`config.mk`:
```
export PLATFORM = sky130hd
export DESIGN_NAME = pipe_field_vga
export DESIGN_NICKNAME = d
export VERILOG_FILES = /design/src/rtl/pipe_field_vga.sv
export SDC_FILE = /design/constraint.sdc
export NUM_CORES = 1
export LEC_CHECK = 0
export ABC_AREA = 1
export CORE_MARGIN = 1.5
export CORE_UTILIZATION = 36
export DETAILED_ROUTE_END_ITERATION = 10
export PLACE_DENSITY = 0.59
export SLEW_MARGIN = 20
export SYNTH_ARGS = -nofsm -noshare
export SYNTH_HDL_FRONTEND = slang
export SYNTH_SLANG_ARGS = --single-unit
```
`constraint.sdc`:
```
create_clock -name i_clk -period 2.3 [get_ports i_clk]
set_input_delay 0.23 -clock i_clk [delete_from_list [all_inputs] [get_ports i_clk]]
set_output_delay 0.23 -clock i_clk [all_outputs]
set_load 0.005 [all_outputs]
```
`src/rtl/pipe_field_vga.sv`:
```
// Scrolling multi-pipe playfield for the flappy VGA path: per-frame scroll, random-hole respawn,
// bird scoring, and a one-clock registered pixel hit test against the current pipe positions.
module pipe_field_vga #(
    parameter int          NUM_PIPES      = 3,
    parameter int          PIPE_WIDTH     = 30,
    parameter int          PIPE_HOLE_SIZE = 50,
    parameter int          PIPE_SPACING   = 120,
    parameter int          SCREEN_W       = 320,
    parameter int          SCREEN_H       = 240,
    parameter int          HOLE_MARGIN    = 20,
    parameter int          SPEED          = 1,
    parameter int          BIRD_X         = 80,
    parameter logic [2:0]  PIPE_COLOR     = 3'b101
) (
    input  logic       i_clk,
    input  logic       i_rst_n,
    input  logic       i_frame_tick,
    input  logic       i_enable,
    input  logic       i_clear,
    input  logic [8:0] i_x,
    input  logic [7:0] i_y,
    output logic [2:0] o_rgb,
    output logic       o_draw_pipe,
    output logic       o_pipe_passed,
    output logic [7:0] o_score
);

    localparam logic [9:0] C_SPEED  = 10'(SPEED);
    localparam logic [9:0] C_WRAP   = 10'(NUM_PIPES * PIPE_SPACING - SPEED);
    localparam logic [9:0] C_PW     = 10'(PIPE_WIDTH);
    localparam logic [9:0] C_SW     = 10'(SCREEN_W);
    localparam logic [9:0] C_BIRD   = 10'(BIRD_X);
    localparam logic [8:0] C_HOLE   = 9'(PIPE_HOLE_SIZE);
    localparam int         H_MAX    = SCREEN_H - HOLE_MARGIN - PIPE_HOLE_SIZE;

    function automatic logic [7:0] lfsr_next(input logic [7:0] s);
        return {s[6:0], s[7] ^ s[5] ^ s[4] ^ s[3]};
    endfunction

    // The clamp only matters for parameter sets that break the hole-range constraint.
    function automatic logic [7:0] hole_top(input logic [6:0] rnd);
        logic [8:0] t;
        t = 9'(HOLE_MARGIN) + {2'b00, rnd};
        if (t > 9'(H_MAX))
            t = 9'(H_MAX);
        return t[7:0];
    endfunction

    function automatic logic [7:0] sat_inc(input logic [7:0] s);
        return (s == 8'hFF) ? s : s + 8'd1;
    endfunction

    function automatic logic [9:0] init_right(input int i);
        return 10'(SCREEN_W + PIPE_WIDTH + i * PIPE_SPACING);
    endfunction

    function automatic logic [7:0] init_hole(input int i);
        return 8'(HOLE_MARGIN + 32 * i);
    endfunction

    logic [9:0]           r_right [NUM_PIPES];
    logic [7:0]           r_hole  [NUM_PIPES];
    logic [7:0]           r_lfsr;
    logic [7:0]           r_score;
    logic                 r_pipe_passed;
    logic [2:0]           r_rgb;
    logic                 r_draw;

    logic [9:0]           w_next_right [NUM_PIPES];
    logic [NUM_PIPES-1:0] w_respawn;
    logic [NUM_PIPES-1:0] w_col;
    logic [NUM_PIPES-1:0] w_row;
    logic                 w_any_cross;
    logic                 w_hit;
    logic                 w_scroll;
    logic [9:0]           w_x10;
    logic [8:0]           w_y9;
    logic [7:0]           w_new_hole;

    assign w_scroll   = i_frame_tick & i_enable & ~i_clear;
    assign w_x10      = {1'b0, i_x};
    assign w_y9       = {1'b0, i_y};
    assign w_new_hole = hole_top(r_lfsr[6:0]);

    always_comb begin
        w_any_cross = 1'b0;
        w_hit       = 1'b0;
        for (int i = 0; i < NUM_PIPES; i++) begin
            w_respawn[i]    = (r_right[i] < C_SPEED);
            w_next_right[i] = w_respawn[i] ? (r_right[i] + C_WRAP) : (r_right[i] - C_SPEED);
            w_col[i] = (w_x10 + C_PW >= r_right[i]) && (w_x10 < r_right[i]) && (w_x10 < C_SW);
            w_row[i] = (w_y9 < {1'b0, r_hole[i]}) || (w_y9 >= {1'b0, r_hole[i]} + C_HOLE);
            if (w_col[i] && w_row[i])
                w_hit = 1'b1;
            if (!w_respawn[i] && (r_right[i] >= C_BIRD) && (w_next_right[i] < C_BIRD))
                w_any_cross = 1'b1;
        end
    end

    // Free-running hole source; deliberately untouched by i_clear.
    always_ff @(posedge i_clk or negedge i_rst_n) begin
        if (!i_rst_n)
            r_lfsr <= 8'hA5;
        else
            r_lfsr <= lfsr_next(r_lfsr);
    end

    always_ff @(posedge i_clk or negedge i_rst_n) begin
        if (!i_rst_n) begin
            for (int i = 0; i < NUM_PIPES; i++) begin
                r_right[i] <= init_right(i);
                r_hole[i]  <= init_hole(i);
            end
            r_score       <= 8'd0;
            r_pipe_passed <= 1'b0;
        end else if (i_clear) begin
            for (int i = 0; i < NUM_PIPES; i++) begin
                r_right[i] <= init_right(i);
                r_hole[i]  <= init_hole(i);
            end
            r_score       <= 8'd0;
            r_pipe_passed <= 1'b0;
        end else if (w_scroll) begin
            for (int i = 0; i < NUM_PIPES; i++) begin
                r_right[i] <= w_next_right[i];
                if (w_respawn[i])
                    r_hole[i] <= w_new_hole;
            end
            r_pipe_passed <= w_any_cross;
            if (w_any_cross)
                r_score <= sat_inc(r_score);
        end else begin
            r_pipe_passed <= 1'b0;
        end
    end

    // Pixel stage: hit computed from pre-update positions, registered once.
    always_ff @(posedge i_clk or negedge i_rst_n) begin
        if (!i_rst_n) begin
            r_rgb  <= 3'b000;
            r_draw <= 1'b0;
        end else if (i_clear) begin
            r_rgb  <= 3'b000;
            r_draw <= 1'b0;
        end else begin
            r_rgb  <= w_hit ? PIPE_COLOR : 3'b000;
            r_draw <= w_hit;
        end
    end

    assign o_rgb         = r_rgb;
    assign o_draw_pipe   = r_draw;
    assign o_pipe_passed = r_pipe_passed;
    assign o_score       = r_score;

endmodule

```
**Word-level counts from Yosys, hierarchy flattened**

Cells that the tools add are included.

- RAM bits: 0
- Output and inout bits: 13
- Register bits after elaboration: 75
- Input port bits: 22
- Memory bits (read-only): 0
- Memories kept: 0
- Latch bits: 0

- Divide/modulo/power cells: 0
- Shifts and indexed selects: 0
- $mul: 0
- Equal/unequal tests: 2
- Add/sub/neg operators: 12
- Multiplexer cells: 26
- Bitwise logic cells: 6
- Reduce and logical (&&, ||, !) cells: 30
- Order comparisons: 23

Operators by type and width:

| cell | number |
|---|---|
| 8-bit 2-to-1 mux | 8 |
| 30-bit 2-to-1 mux | 2 |
| 24-bit 2-to-1 mux | 2 |
| 10-bit by 9-bit adder with 10-bit output (second input constant) | 3 |
| 10-bit >= comparator | 3 |
| 10-bit by 7-bit >= comparator with 1-bit output (second input constant) | 3 |
| 10-bit by 1-bit less-than comparator with 1-bit output (second input constant) | 3 |
| 10-bit by 7-bit less-than comparator with 1-bit output (second input constant) | 3 |
| 9-bit by 10-bit less-than comparator with 1-bit output | 3 |
| 10-bit 2-to-1 mux | 3 |
| 10-bit by 1-bit subtractor with 10-bit output (second input constant) | 3 |
| 8-bit by 6-bit adder with 9-bit output (second input constant) | 3 |
| 8-bit by 9-bit >= comparator with 1-bit output | 3 |
| 8-bit less-than comparator | 3 |
| 1-bit logical AND | 15 |
| 9-bit by 5-bit adder with 10-bit output (second input constant) | 1 |
| 2-bit nonzero test | 5 |
| 9-bit less-than comparator (second input constant) | 1 |
| 1-bit 2-to-1 mux | 9 |
| 5-bit by 7-bit adder with 8-bit output (first input constant) | 1 |
| 8-bit by 1-bit adder with 8-bit output (second input constant) | 1 |
| 8-bit == test (second input constant) | 1 |
| 8-bit > comparator (second input constant) | 1 |
| 3-bit 2-to-1 mux | 2 |
| other kinds (8) | 17 |

**Logic depth before layout (Yosys ltp)**

- Word-level depth: 10
- Mapped depth: 18

**Least setup slack after synthesis**

Ideal clock, no wire load.

- Path type: input to register
- From: input port i_x[1]
- To: register r_rgb[0] (netlist: o_rgb[0])
- Cell stages on the path: 17
- Buffers on the path: 0
- Path slack: 231 ps
- Library setup time: 63 ps
- Data arrival time: 2007 ps
- Cell sequence: inv_1 > nand2_1 > or2_2 > nand3_1 > nor2_1 > xor2_1 > ha_1 > nand2_1 > nor3_1 > o211ai_1 > nand4_1 > nand2_1 > nor2_1 > nand2_1 > nand3_1 > nand2_1 > inv_1

- Cells in the longest elaborated chain, start to end: 10
- Elaborated cells between the ends (all ways): 22
- Classes of those cells: add/sub: 1; order compare: 7; mux: 5; reduce/logical: 9

Ends and longest elaborated chain:

| element | RTL line | text |
|---|---|---|
| start, declared | 20 | `input logic [8:0] i_x,` |
| 9-bit by 5-bit adder with 10-bit output | 91 | `w_col[i] = (w_x10 + C_PW >= r_right[i]) && (w_x10 < r_right[i]) && (w_x10 < C_SW);` |
| 10-bit >= comparator | 91 |  |
| 1-bit logical AND (2 in series) | 91 |  |
| 1-bit logical AND | 93 | `if (w_col[i] && w_row[i])` |
| 1-bit 2-to-1 mux (2 in series) | 93 |  |
| 1-bit 2-to-1 mux (*) | 93 |  |
| 3-bit 2-to-1 mux (*) | 146 | `r_rgb <= w_hit ? PIPE_COLOR : 3'b000;` |
| 3-bit 2-to-1 mux (*) | 142 | `end else if (i_clear) begin` |
| end signal, assigned | 146 |  |
| end, declared | 66 | `logic [2:0] r_rgb;` |

Mark *: on every way between the ends. The rest lies on a longest branch, timed or not.
A chain may end at the register's enable or synchronous reset.

**Final worst setup path**

- From: register r_hole[18] (netlist name)
- To: register r_rgb[0] (netlist: o_rgb[0])

- Cells in the longest elaborated chain, start to end: 9
- Elaborated cells between the ends (all ways): 10
- Classes of those cells: add/sub: 1; order compare: 2; mux: 5; reduce/logical: 2

Ends and longest elaborated chain:

| element | RTL line | text |
|---|---|---|
| start, declared | 62 | `logic [7:0] r_hole [NUM_PIPES];` |
| start signal, assigned by index | 112 | `r_hole[i] <= init_hole(i);` |
| start signal, assigned by index | 119 | `r_hole[i] <= init_hole(i);` |
| start signal, assigned by index | 127 | `r_hole[i] <= w_new_hole;` |
| 8-bit by 6-bit adder with 9-bit output | 92 | `w_row[i] = (w_y9 < {1'b0, r_hole[i]}) \|\| (w_y9 >= {1'b0, r_hole[i]} + C_HOLE);` |
| 8-bit by 9-bit >= comparator with 1-bit output | 92 |  |
| 1-bit logical OR (*) | 92 |  |
| 1-bit logical AND (*) | 93 |  |
| 1-bit 2-to-1 mux (*) (3 in series) | 93 |  |
| 3-bit 2-to-1 mux (*) | 146 |  |
| 3-bit 2-to-1 mux (*) | 142 |  |

Marked as above.

==> impl_results.md <==
* Final nets at 1118
* Tmin final at 2.28 ns
* First-pass GRT wire length at 29100 µm
* Maximum fanout along the worst path at 3
* Cell Chain, Critical Path: ha_4 > nand2_4 > nand3_4 > nand2_2 > xor2_1 > ha_1 > buf_4 > nand4_1 > nor2_1 > nand2_1 > nand4_1 > nand2_1 > nand3_1 > nand2_1 > inv_1
* CTS tree: built
* Initial antenna violation count at 0
* Slew Viols, Final at 0
* Comb pwr share at 20.4%
* Cell total after placement at 1204
* Post-synth cell types at 45
* Crit end category: flop
* GRT overflow at 0
* Worst-Skew Late Latency at 0.34 ns
* Routed vias/inst at 4.96
* Final setup TNS at 0 ns
* Kind of critical path: flop to flop
* Gpl congestion at 0.890
* Max Root-Sink Buffers at 2
* CP max-delay cell: dfstp_2
* Clock Power Share at 40.4%
* Syn Nets at 1041
* Final setup violation count at 0
* LEAKAGE at 4.03 nW
* Share of the yosys chip area belonging to registers at 26.9%
* Hpwl dp at 13800 µm
* Capturing point of the worst reg2reg path: o_rgb[0]
* Async S/R FF share, synth at 100%
* Drt pass-1 iters at 4
* Seq pwr share at 39.2%
* Routed vias at 6068
* Clock skew at 0.00842 ns
* Multi-input logic area at 4640 µm²
* Share of post-route cells with drive strength above 1 at 17.3%
* End-of-flow core utilization at 44.0%
* Post-synthesis cell area at 6830 µm²
* Hold/Removal Path Class: input pin to asynchronous set/reset pin
* Reg-to-Reg Start: r_hole[18]
* F_max at 438 MHz
* Largest net degree at the start of global routing at 49
* Sw Ratio at 31.0%
* Period utilisation layout at 99.3%
* CP arrival at 2.52 ns
* Vias in the first global route at 5795
* Placed cell areas at 7720 µm²
* Routed len/inst at 14.3 µm
* Port-buffer cells at 33
* Core Region at 18600 µm²
* GRT Resource Usage Total at 18.4%
* Non-filler cells, final at 1224
* Most common cell on crit path: nand2_1
* Dpl ws at -0.452 ns
* Area Overhead vs Synth at 20.1%
* ANT cells at 0
* Pwr per Cell Area at 414 nW/µm²
* RSZ-0062 raised after global routing: true
* Die X at 141 µm
* Initial DRC count at 305
* Synth warnings at 0
* Internal reg-to-reg setup slack at 0.02 ns
* Synth Area per Inst at 7.53 µm²
* Routed WL at 17400 µm
* Remaining antenna violation count at 0
* Crit path required time at 2.53 ns
* Clock-pin slew on the worst setup and hold paths at 0.06 ns
* TritonCTS Buffers at 9
* Seq cells post-synth at 72
* Total chip power at 3.40 mW
* Slowest stage delay, CP at 0.56 ns
* Post-layout instance area at 8210 µm²
* I/O pins at 35
* Die area at 19800 µm²
* Filler cells at 1880
* Status: finished, final reports clean
* Most used DFF post-synth: dfrtp_1
* Drt drc at 0
* Switching power at 1.05 mW
* WHS at 0.347 ns
* Sequential Area at 1840 µm²
* R2r worst-path depth at 15
* Rows at 50
* Number of synthesized flops with an enable pin at 0
* Clk sink count at 72
* Peak VDD IR at 0.000234 V
* Fin. Hold Viols at 0
* Pint at 2.34 mW
* Max-Cap Viols at 0
* CTS H-tree depth at 3
* Startpoint types: flop
* Die Ht at 141 µm
* Root buffer cell: clkbuf_16
* Syn Inst Count at 908
* Initial Utilization at 36.7%
* Fin worst setup slack at 0.0159 ns
[per-layer routing]
metal | track usage [%] | vias to the layer above | routed length, µm
met5 | 0 | - | 0
met4 | 5.21 | 0 | 241
met3 | 1.90 | 16 | 418
met2 | 30.8 | 84 | 8190
met1 | 25.1 | 2769 | 8600
li1 | - | 3199 | -
[placed cells by master, fill, tap and decap left out, types with 4 or more instances in the layout]
| master | netlist | final |
|---|---|---|
| nand2_1 | 196 | 190 |
| ha_1 | 111 | 106 |
| inv_1 | 108 | 105 |
| nor2_1 | 85 | 83 |
| a21oi_1 | 51 | 49 |
| o21ai_0 | 47 | 47 |
| dfrtp_1 | 43 | 43 |
| nand3_1 | 46 | 42 |
| buf_4 | 4 | 42 |
| nand4_1 | 30 | 30 |
| clkdlybuf4s50_1 | 0 | 29 |
| dfstp_2 | 29 | 29 |
| xor2_1 | 25 | 22 |
| nand3_2 | 12 | 15 |
| nor2_2 | 11 | 13 |
| o21a_1 | 13 | 13 |
| inv_2 | 9 | 12 |
| nand2_2 | 6 | 11 |
| clkbuf_16 | 0 | 9 |
| xnor2_1 | 8 | 8 |
| o22ai_1 | 8 | 8 |
| nand3b_1 | 7 | 7 |
| a22oi_1 | 7 | 7 |
| a21o_1 | 6 | 6 |
| o211ai_1 | 6 | 6 |
| o21ai_1 | 5 | 5 |
| xor2_2 | 1 | 4 |
| ha_4 | 0 | 4 |
[synth_stat cells, drive strengths merged, types with 4 or more instances]
cell type  instances  area (µm²)
o21a              13        97.6
o22ai              8        50.1
a21oi             52         264
nand3b             7        52.6
ha               111        1390
o211ai             6        45.0
o21ai             54         278
clkbuf             4        15.0
dfrtp             43        1080
xor2              26         235
nand2            205         816
nor2              99         430
nor3               7        40.0
a22oi              7        52.6
inv              118         445
xnor2              8        70.1
nand3             59         368
dfstp             29         762
nand4             31         200
buf                7        45.0
a21o               6        45.0
[worst max-delay path, delay by kind of cell, from the launching register on]
family	cells	cell delay, ns
AND/OR/NAND/NOR	10	0.82
flip-flops	1	0.56
XOR/XNOR	1	0.15
adder cells (fa/ha/maj)	2	0.48
buffers and inverters	2	0.18
[flip-flops by register name, summed over array words and instances, names as in the netlist]
name and cells:
r_hole 24, o_score 8, o_pipe_passed 1, r_right 30, o_rgb 1, r_lfsr 8
[final cells by class]
type | count | area share (%)
Multi-Input combinational cell | 706 | 56.6
Tap cell | 234 | 3.57
Clock buffer | 9 | 2.74
Sequential cell | 72 | 22.4
Clock inverter | 7 | 0.762
Inverter | 119 | 5.47
Timing Repair Buffer | 77 | 8.45
[worst max path at each step]
| stage | startpoint | to | cells after the start |
|---|---|---|---|
| final | r_hole[18] | o_rgb[0] | 15 |
| after global routing | r_hole[18] | o_rgb[0] | 16 |
| after CTS | r_hole[10] | o_rgb[0] | 14 |
| after detailed placement | i_x[1] | o_rgb[0] | 18 |
| after global placement | i_x[2] | o_rgb[0] | 18 |
| after floorplan | i_x[1] | o_rgb[0] | 17 |
[timing repair]
item,CTS,global route
pin swaps,7,16
hold buffers,1,0
endpoints found under the hold margin,16,0
gates resized for setup,10,27
setup buffers,0,3
endpoints found under the setup margin,1,11
[logic make-up (layout without fill, tap and decap cells)]
family,count (synthesis),after routing,share of synthesized area (%)
buffers and inverters,130,212,7.45
XOR/XNOR,34,34,4.47
other,1,1,0.0549
AO/OA/AOI/OAI,150,150,12.7
AND/OR/NAND/NOR,410,410,28.1
adder cells (fa/ha/maj),111,111,20.3
flip-flops,72,72,26.9
[power by group through the flow]
stage | Clock (mW) | Combinational (mW) | Sequential (mW)
after floorplan | 0 | 0.410 | 1.34
after global placement | 0 | 0.667 | 1.35
after detailed placement | 0 | 0.670 | 1.35
after CTS | 1.42 | 0.681 | 1.33
after global routing | 1.46 | 0.796 | 1.33
final | 1.37 | 0.693 | 1.33
No activity file was read; power rests on OpenSTA's default activity.
